### src/rtl/pipe_stage.sv
// Elastic valid/ready pipeline register between two adjacent pipeline stages.
// SKID=0 gives a single register with combinational ready; SKID=1 gives a two-entry skid buffer with registered ready.
module pipe_stage #(
  parameter int WIDTH = 32,
  parameter int SKID  = 1,
  parameter int CNT_W = 16
) (
  input  logic             clk,
  input  logic             reset,
  input  logic             flush,
  input  logic             in_valid,
  output logic             in_ready,
  input  logic [WIDTH-1:0] in_data,
  output logic             out_valid,
  input  logic             out_ready,
  output logic [WIDTH-1:0] out_data,
  output logic [1:0]       level,
  output logic [CNT_W-1:0] stall_cnt
);

  logic             main_v_reg, main_v_next;
  logic             skid_v_reg, skid_v_next;
  logic [WIDTH-1:0] main_d_reg, main_d_next;
  logic [WIDTH-1:0] skid_d_reg, skid_d_next;
  logic [CNT_W-1:0] stall_cnt_reg;
  logic             accept;
  logic             deliver;
  logic             stalled;

  assign accept  = in_valid && in_ready;
  assign deliver = main_v_reg && out_ready;
  assign stalled = main_v_reg && !out_ready;

  always_comb begin
    main_v_next = main_v_reg;
    main_d_next = main_d_reg;
    skid_v_next = skid_v_reg;
    skid_d_next = skid_d_reg;
    if (SKID == 0) begin
      if (accept) begin
        main_v_next = 1'b1;
        main_d_next = in_data;
      end else if (deliver) begin
        main_v_next = 1'b0;
      end
    end else begin
      if (!main_v_reg) begin
        if (accept) begin
          main_v_next = 1'b1;
          main_d_next = in_data;
        end
      end else if (!skid_v_reg) begin
        if (deliver && accept) begin
          main_d_next = in_data;
        end else if (deliver) begin
          main_v_next = 1'b0;
        end else if (accept) begin
          skid_v_next = 1'b1;
          skid_d_next = in_data;
        end
      end else if (deliver) begin
        // Skid entry moves up behind the departing beat, preserving order.
        main_d_next = skid_d_reg;
        skid_v_next = 1'b0;
      end
    end
    // Squash only drops the valid bits; payload registers are don't-care afterwards.
    if (flush) begin
      main_v_next = 1'b0;
      skid_v_next = 1'b0;
    end
  end

  always_ff @(posedge clk) begin
    if (reset) begin
      main_v_reg    <= 1'b0;
      main_d_reg    <= '0;
      skid_v_reg    <= 1'b0;
      skid_d_reg    <= '0;
      stall_cnt_reg <= '0;
    end else begin
      main_v_reg <= main_v_next;
      main_d_reg <= main_d_next;
      skid_v_reg <= skid_v_next;
      skid_d_reg <= skid_d_next;
      if (stalled && (stall_cnt_reg != {CNT_W{1'b1}})) begin
        stall_cnt_reg <= stall_cnt_reg + {{(CNT_W-1){1'b0}}, 1'b1};
      end
    end
  end

  generate
    if (SKID != 0) begin : g_skid
      // Ready is the registered complement of the next skid state, so out_ready never reaches in_ready combinationally.
      logic ready_reg;
      always_ff @(posedge clk) begin
        if (reset) begin
          ready_reg <= 1'b1;
        end else begin
          ready_reg <= !skid_v_next;
        end
      end
      assign in_ready = ready_reg;
    end else begin : g_single
      assign in_ready = !main_v_reg || out_ready;
    end
  endgenerate

  assign out_valid = main_v_reg;
  assign out_data  = main_d_reg;
  assign level     = {1'b0, main_v_reg} + {1'b0, skid_v_reg};
  assign stall_cnt = stall_cnt_reg;

endmodule

### config.mk
export PLATFORM = sky130hd
export DESIGN_NAME = pipe_stage
export DESIGN_NICKNAME = d
export VERILOG_FILES = /design/src/rtl/pipe_stage.sv
export SDC_FILE = /design/constraint.sdc
export NUM_CORES = 1
export LEC_CHECK = 0
export CORE_AREA = 2 2 87 89
export DETAILED_ROUTE_END_ITERATION = 8
export DIE_AREA = 0 0 89 91
export PLACE_DENSITY = 0.83
export SYNTH_ARGS = -nofsm -noshare
export SYNTH_HDL_FRONTEND = slang
export SYNTH_SLANG_ARGS = --single-unit
### constraint.sdc
create_clock -name clk -period 4.8 [get_ports clk]
set_input_delay 0.48 -clock clk [delete_from_list [all_inputs] [get_ports clk]]
set_output_delay 0.48 -clock clk [all_outputs]
set_load 0.03 [all_outputs]
==> results of run 1 <==
==> cell type report <==
cell class              instances  area [µm²]  area share [%]
flip-flops and latches         83        1660            34.4
repair buffers                 94         921            19.1
well taps                      99         124            2.56
multi-input cells             312        1850            38.3
clock inverters                 4        97.6            2.02
inverters                       6        22.5           0.466
clock buffers                  11         151            3.13
==> cell usage in the layout (no fill, tap or decap), types with 2 or more instances in the layout <==
cell | Yosys | layout
a211oi_1 | 33 | 33
a21oi_1 | 39 | 39
a311oi_1 | 32 | 32
a31oi_1 | 2 | 2
and4_1 | 2 | 2
buf_4 | 1 | 6
bufinv_16 | 0 | 3
clkbuf_8 | 0 | 11
clkdlybuf4s50_1 | 0 | 87
dfxtp_1 | 83 | 82
ha_1 | 3 | 3
inv_1 | 5 | 5
mux2_1 | 3 | 3
mux2i_1 | 2 | 2
nand2_1 | 106 | 106
nand3_1 | 34 | 34
nand4_1 | 6 | 6
nor2_1 | 6 | 6
nor2b_1 | 4 | 4
nor3_4 | 1 | 2
o21ai_0 | 6 | 6
o31ai_1 | 4 | 4
or3_1 | 3 | 3
or4_1 | 3 | 3
==> where the power goes <==
part	leakage, nW	switching [mW]	internal [mW]
registers	0.679	0.0201	0.720
logic	0.891	0.138	0.101
clock network	0.122	0.241	0.371
==> kinds of logic (layout without fill, tap and decap cells) <==
group                    after synthesis  in the layout
flip-flops                            83             83
adder cells (fa/ha/maj)                3              3
AND/OR/NAND/NOR                      179            179
multiplexers                           5              5
buffers and inverters                 46            115
AO/OA/AOI/OAI                        124            124
XOR/XNOR                               1              1
==> layer usage <==
layer | GRT usage [%] | share of wire, % | vias up
met2 | 39.6 | 51 | 128
met1 | 30.0 | 42 | 1714
met3 | 3.82 | 5.1 | 11
li1 | - | - | 1751
met5 | 0 | 0 | -
met4 | 9.45 | 1.3 | 0
==> per-stage QoR <==
step	utilization, %	hold slack, ns	power, mW
6_report	67.7	0.458	1.59
5_1_grt	67.7	0.476	1.65
4_1_cts	67.7	0.459	1.60
3_5_place_dp	64.2	0.447	0.993
3_3_place_gp	64.2	0.441	0.988
2_1_floorplan	-	0.437	0.887
==> path summary, 6_finish.rpt <==
check | startpoint | to | depth (start not counted)
max | skid_v_reg | level[0] | 5
min | skid_d_reg[13] | skid_d_reg[13] | 2
max reg2reg | skid_v_reg | out_data[14] | 6
min reg2reg | skid_d_reg[13] | skid_d_reg[13] | 2
==> critical path: stages (launching register included) <==
cell	delay, ns
dfxtp_1	0.79
buf_4	0.35
inv_1	0.07
ha_1	0.29
inv_1	0.06
clkdlybuf4s50_1	0.65
==> results.yml, run 1 <==
run_status:
  status: "completed"
logic_synthesis:
  synth-compound-area-share_pct: 23.6
  synth_warnings: 0
  yosysMostFrequentCell: "nand2_1"
  ys_top_cells_by_count: "106 x nand2_1, 83 x dfxtp_1, 39 x a21oi_1"
  synth_adder_area_share_pct: 1.01
  synth_cell_type_count: 48
  netlist_area_mm2: 0.00370
  avgSynthCellArea_um2: 8.39
  async_flop_share_pct: 0
  yosysSeqAreaShare_pct: 44.9
  synth_top_cells_by_area: "dfxtp_1 45%, nand2_1 11%, a311oi_1 7.6%"
  synth_edf_count: 0
  syn-instance-count: 441
  synth-xor-area-share_pct: 0.237
  synthFlopType: "dfxtp_1"
  ys_ff_latch: 83
  synth_top_family_by_area: "compound AO/OA/AOI/OAI gates"
  synthMuxAreaShare_pct: 1.45
  synth_nets: 481
  synth_top_cell_area_share_pct: 44.9
  synth-simple-area-share_pct: 23.5
  synth_top_area_cell: "dfxtp_1"
clock_network:
  clkLatencyLatePin_ns: 0.35
  cts_buffer_depth: 2
  clkTransAtPathRegs_ns: 0.08
  tritoncts: "done"
  cts.htree.levels: 3
  cts_buffers: 9
  cts.sinks: 83
  postCtsSetupRepairBufs: 0
  cts-resized-gates: 0
  cts_hold_buf: 0
  cts_root_buffer: "clkbuf_8"
final_layout:
  syn2layout_area_growth_pct: 30.6
  drive_gt1_share_pct: 6.67
  stdcell_area_mm2: 0.00483
  diodes: 0
  instances_no_fill: 609
  fillers: 609
  nets: 546
place:
  dp_slack_ns: 1.90
  port_buffers: 88
  dp_hpwl_mm: 6.19
  place_congestion: 0.821
  dpl_cell_area_mm2: 0.00458
  placed_cells: 594
detailed_routing:
  initialDrtViolationCount: 205
  drc: 0
  avgRoutedWirePerCell_um: 15.9
  firstDrtPassIters: 5
  drt-total-wl_mm: 9.67
  vias: 3604
  ant_nets: 0
  viasPerCell: 5.92
timing:
  max_clock_freq_ghz: 0.330
  fin_crit_sh_pct: 63.2
  relSlewSlack_pct: 18.6
  setup-tns-final_ns: 0
  finalMaxSlewViolations: 0
  hold_viol_final: 0
  fin_worst_skew_ns: 0.0107
  layout_min_cycle_time_ns: 3.03
  tightest_slew_ns: 1.22
  rsz0062_at_grt: "false"
  postLayoutSetupSlackWorst_ns: 1.77
  setup_violations: 0
setup_path:
  cp.required_ns: 4.32
  worst-setup-path-type: "register to output pin"
  worstSetupEndpointType: "output pin"
  r2r_slack_ns: 1.85
  crit_arrival_ns: 2.55
  cp-start-kind: "register"
  crit_fanout: 21
job:
  cap_violations: 0
power:
  power.leakage_nw: 1.69
  irDropWorstVdd_v: 0.000201
  power_density_mw_per_mm2: 329
global_route:
  grt_max_degree: 75
  grt_first_pass_wirelength_mm: 15.4
  overflow: 0
  antenna_found_initial: 0
  grt_pass1_vias: 3317
  grt_use_total_pct: 23.7
die:
  initial_core_util_pct: 51.8
  ios: 89
  die_area_mm2: 0.00810
  core.rowCount: 31
  die_width_um: 89
  core_area_mm2: 0.00714
  dieHeight_um: 91
min_path:
  hold_path_class: "register to register"
No activity file was read; power rests on OpenSTA's default activity.
==> inputs of run 2 (changes only) <==
==> config.mk (replaced) <==
export PLATFORM = sky130hd
export DESIGN_NAME = pipe_stage
export DESIGN_NICKNAME = d
export VERILOG_FILES = /design/src/rtl/pipe_stage.sv
export SDC_FILE = /design/constraint.sdc
export NUM_CORES = 1
export LEC_CHECK = 0
export CORE_AREA = 2 2 90 92
export DETAILED_ROUTE_END_ITERATION = 8
export DIE_AREA = 0 0 92 94
export PLACE_DENSITY = 0.78
export SYNTH_ARGS = -nofsm -noshare
export SYNTH_HDL_FRONTEND = slang
export SYNTH_SLANG_ARGS = --single-unit
==> constraint.sdc (replaced) <==
create_clock -name clk -period 2.9 [get_ports clk]
set_input_delay 0.29 -clock clk [delete_from_list [all_inputs] [get_ports clk]]
set_output_delay 0.29 -clock clk [all_outputs]
set_load 0.03 [all_outputs]
==> run 2 against run 1 <==
Net effect:
- combinational power is 68% higher
- sequential share of layout area is 0.37 points lower
- sequential power is 65% higher
- total power is 66% higher
- worst setup slack worse by 1.0 ns
- routed wire length is 1.1% higher
- critical endpoint unchanged
- largest power group unchanged
==> results.yml, run 2 (synthesis results as in run 1) <==
global_route:
  grt_pass1_vias: 3405
  antenna_found_initial: 0
  grt_first_pass_wirelength_mm: 16.2
  grt_use_total_pct: 23.3
  overflow: 0
  grt_max_degree: 67
setup_path:
  crit_fanout: 6
  rr_worst_depth: 4
  worst-setup-path-type: "register to output pin"
  cp.required_ns: 2.61
  r2r_slack_ns: 0.92
  cp-start-kind: "register"
  worst_r2r_startpoint: "out_valid"
  crit_path_end: "level[0]"
  r2r-end: "out_data[18]"
  crit_arrival_ns: 1.86
  setup.worst_path.start: "skid_v_reg"
  worstSetupEndpointType: "output pin"
run_status:
  status: "completed"
place:
  place_congestion: 0.825
  dpl_cell_area_mm2: 0.00463
  dp_hpwl_mm: 6.23
  port_buffers: 88
  placed_cells: 602
timing:
  setup-tns-final_ns: 0
  fin_worst_skew_ns: 0.00979
  finalMaxSlewViolations: 0
  layout_min_cycle_time_ns: 2.15
  relSlewSlack_pct: 55.9
  setup_violations: 0
  tightest_slew_ns: 0.661
  fin_crit_sh_pct: 74.1
  hold_viol_final: 0
  max_clock_freq_ghz: 0.465
  rsz0062_at_grt: "false"
detailed_routing:
  drc: 0
  ant_nets: 0
  firstDrtPassIters: 4
  vias: 3599
  viasPerCell: 5.82
  avgRoutedWirePerCell_um: 15.8
  initialDrtViolationCount: 272
  drt-total-wl_mm: 9.77
clock_network:
  cts-resized-gates: 0
  cts_hold_buf: 0
  clkLatencyLatePin_ns: 0.35
  clkTransAtPathRegs_ns: 0.09
  tritoncts: "done"
  cts_buffers: 9
  postCtsSetupRepairBufs: 0
  cts_root_buffer: "clkbuf_8"
  cts.htree.levels: 3
  cts.sinks: 83
  cts_buffer_depth: 2
final_layout:
  instances_no_fill: 618
  drive_gt1_share_pct: 7.75
  fillers: 655
  finish.utilization_pct: 64.2
  diodes: 0
  final_common_cell: "nand2_1"
  layout_common_cells: "106 x nand2_1, 87 x clkdlybuf4s50_1, 82 x dfxtp_1"
  stdcell_area_mm2: 0.00488
  syn2layout_area_growth_pct: 32.0
  nets: 551
die:
  initial_core_util_pct: 48.6
  dieHeight_um: 94
  die_area_mm2: 0.00865
  core.rowCount: 32
  die_width_um: 92
  core_area_mm2: 0.00761
  ios: 89
power:
  irDropWorstVdd_v: 0.000325
  p_total_mw: 2.64
  power_density_mw_per_mm2: 541
  power.leakage_nw: 1.72
min_path:
  hold_path_class: "input pin to register"
job:
  cap_violations: 0
==> run 2: changes by cell type in the layout (fill, tap and decap cells not counted) <==
cell	delta
clkbuf_8	-2
inv_6	+1
buf_12	+1
buf_4	+4
clkinv_4	+2
==> run 2: power by group <==
| part | internal (mW) | switching [mW] | total [mW] |
|---|---|---|---|
| Sequential | 1.19 | 0.0329 | 1.22 |
| Combinational | 0.173 | 0.229 | 0.402 |
| Clock | 0.578 | 0.437 | 1.01 |
==> run 2: metrics by stage <==
| step | setup slack [ns] | hold WS [ns] |
|---|---|---|
| after CTS | 0.739 | 0.359 |
| after global placement | 0.800 | 0.441 |
| after global routing | 0.663 | 0.396 |
| final | 0.750 | 0.372 |
| after floorplan | 0.874 | 0.368 |
| after detailed placement | 0.759 | 0.447 |
==> run 2: worst min-delay path by stage <==
stage	start	endpoint	slack (ns)	cells past startpoint
6_report	reset	stall_cnt[4]	0.37	2
5_1_grt	reset	stall_cnt[11]	0.40	2
4_1_cts	reset	stall_cnt[4]	0.36	2
3_5_place_dp	skid_d_reg[3]	skid_d_reg[3]	0.45	2
3_3_place_gp	skid_d_reg[14]	skid_d_reg[14]	0.44	2
2_1_floorplan	flush	out_valid	0.37	1
==> run 2: layer usage <==
layer	wire length, µm	vias to the layer above	track usage, %
met1	4130	1702	29.5
met5	0	-	0
li1	-	1756	-
met2	4780	129	38.5
met3	721	12	5.94
met4	137	0	8.71
==> run 2: final cells by class <==
type                            count  area, µm²  share of cell area, %
Inverter                            6       22.5                  0.461
Sequential cell                    83       1660                   34.1
Timing Repair Buffer               99        971                   19.9
Clock buffer                        9        124                   2.54
Multi-Input combinational cell    312       1850                   37.9
Tap cell                          102        128                   2.61
Clock inverter                      7        124                   2.54
==> run 2: critical path, stage by stage (launching register included) <==
cell             delay, ns
dfxtp_1               0.46
inv_1                 0.07
ha_1                  0.27
inv_1                 0.06
clkdlybuf4s50_1       0.65
==> inputs of run 3 (changes only) <==
==> config.mk (replaced) <==
export PLATFORM = sky130hd
export DESIGN_NAME = pipe_stage
export DESIGN_NICKNAME = d
export VERILOG_FILES = /design/src/rtl/pipe_stage.sv
export SDC_FILE = /design/constraint.sdc
export NUM_CORES = 1
export LEC_CHECK = 0
export CORE_AREA = 2 2 94 96
export DETAILED_ROUTE_END_ITERATION = 8
export DIE_AREA = 0 0 96 98
export PLACE_DENSITY = 0.75
export SYNTH_ARGS = -nofsm -noshare
export SYNTH_HDL_FRONTEND = slang
export SYNTH_SLANG_ARGS = --single-unit
==> constraint.sdc (replaced) <==
create_clock -name clk -period 1.7 [get_ports clk]
set_input_delay 0.17 -clock clk [delete_from_list [all_inputs] [get_ports clk]]
set_output_delay 0.17 -clock clk [all_outputs]
set_load 0.03 [all_outputs]
==> run 3 against run 2 <==
Net effect:
- register-to-register slack lost 0.92 ns
- sequential power grew 70%
- cell count grew 4.5%
- critical endpoint is now stall_cnt[13]
==> results.yml, run 3 (synthesis results as in run 1) <==
run_status:
  status: "completed"
clock_network:
  tritoncts: "done"
  cts.sinks: 83
  clkTransAtPathRegs_ns: 0.09
  cts_root_buffer: "clkbuf_8"
  cts_buffers: 9
  cts.htree.levels: 3
  clkLatencyLatePin_ns: 0.36
  cts_hold_buf: 0
  cts_buffer_depth: 2
global_route:
  grt_use_total_pct: 22.5
  antenna_found_initial: 0
  grt_max_degree: 69
  grt_pass1_vias: 3618
  grt_first_pass_wirelength_mm: 17.0
  overflow: 0
power:
  irDropWorstVdd_v: 0.000521
  power_frac_seq_pct: 45.7
  p_total_mw: 4.56
  p_int_mw: 3.37
  p_switching_mw: 1.19
  swShare_pct: 26.2
  power_density_mw_per_mm2: 878
  pwr-share-comb_pct: 16.1
  clock_power_share_pct: 38.2
  power.leakage_nw: 1.90
job:
  cap_violations: 0
timing:
  relSlewSlack_pct: 76.2
  setup-tns-final_ns: 0
  setup_violations: 0
  layout_min_cycle_time_ns: 1.70
  rsz0062_at_grt: "true"
  max_clock_freq_ghz: 0.589
  tightest_slew_ns: 0.356
  fin_crit_sh_pct: 99.9
  fin_worst_skew_ns: 0.00614
  finalMaxSlewViolations: 0
  hold_viol_final: 0
min_path:
  hold_path_class: "input pin to register"
  min-delay-start: "reset"
  hold_depth: 2
  min_to: "stall_cnt[9]"
setup_path:
  r2r_slack_ns: 0.001
  cp-start-kind: "register"
  rr_worst_depth: 4
  r2r-end: "stall_cnt[13]"
  path_buf_inv: 0
  crit_path_max_incr_delay_ns: 0.43
  worst_path_max_delay_cell: "dfxtp_4"
  cpLargestDelayFamily: "simple AND/OR/NAND/NOR gates"
  crit_fanout: 9
  worst-setup-path-type: "register to register"
  path_cells: "and4b_1 -> nand3_2 -> nor4b_1 -> mux2_1"
  worst_r2r_startpoint: "out_valid"
  crit_arrival_ns: 1.95
  worstSetupEndpointType: "register"
  cp.required_ns: 1.95
die:
  core.rowCount: 34
  dieHeight_um: 98
  initial_core_util_pct: 43.7
  die_area_mm2: 0.00941
  die_width_um: 96
  ios: 89
  core_area_mm2: 0.00847
detailed_routing:
  initialDrtViolationCount: 164
  ant_nets: 0
  viasPerCell: 5.74
  drt-total-wl_mm: 10.4
  firstDrtPassIters: 5
  vias: 3708
  avgRoutedWirePerCell_um: 16.1
  drc: 0
place:
  port_buffers: 88
  dp_hpwl_mm: 6.75
  place_congestion: 0.869
final_layout:
  layout_common_cells: "106 x nand2_1, 80 x clkdlybuf4s50_1, 70 x dfxtp_1"
  drive_gt1_share_pct: 16.4
  nets: 573
  diodes: 0
  finish.utilization_pct: 61.4
  final_common_cell: "nand2_1"
  syn2layout_area_growth_pct: 40.5
run 3: final cells by class:
| class | instances | area (µm²) |
|---|---|---|
| sequential | 83 | 1690 |
| timing repair buffer | 121 | 1180 |
| inverter | 6 | 22.5 |
| clock inverter | 6 | 111 |
| tap | 108 | 135 |
| multi-input combinational | 312 | 1920 |
| fill | 727 | 3270 |
| clock buffer | 10 | 138 |
run 3: metrics by stage:
stage | hold slack [ns] | cell area (µm²) | std cells | worst slack (ns)
5_1_grt | 0.170 | 5200 | 646 | -0.0701
4_1_cts | 0.159 | 5120 | 644 | 0.00884
2_1_floorplan | 0.239 | 3800 | 441 | 0.00482
3_5_place_dp | 0.448 | 4870 | 628 | -0.156
6_report | 0.160 | 5200 | 646 | 0.00110
3_3_place_gp | 0.442 | 4870 | 628 | -0.122
run 3: per-layer routing:
layer	GRT usage [%]	part of all wire (%)
met3	4.78	5.8
met1	29.6	43
met4	7.69	1.2
met2	36.5	50
met5	0	0
run 3: worst max path at each step:
stage                             from            end  slack [ns]  cells past startpoint
final                        out_valid  stall_cnt[13]       0.001                      4
after global routing         out_valid  stall_cnt[13]       -0.07                      4
after CTS                 stall_cnt[6]   stall_cnt[6]       0.009                      2
after detailed placement     out_ready  stall_cnt[13]       -0.16                      5
after global placement       out_ready  stall_cnt[14]       -0.12                      6
after floorplan           stall_cnt[5]  stall_cnt[13]       0.005                      4
run 3: timing repair:
action / CTS / global route
pin swaps: 0 / 1
gates cloned: 0 / 0
setup buffers: 0 / 2
setup endpoints to repair: 6 / 8
gates resized for setup: 3 / 13
run 3: power groups by stage:
stage          Combinational [mW]  Clock, mW  Sequential, mW
2_1_floorplan               0.267          0            2.26
3_3_place_gp                0.705          0            2.13
3_5_place_dp                0.718          0            2.13
4_1_cts                     0.722       1.75            2.09
5_1_grt                     0.784       1.86            2.10
6_report                    0.734       1.75            2.08
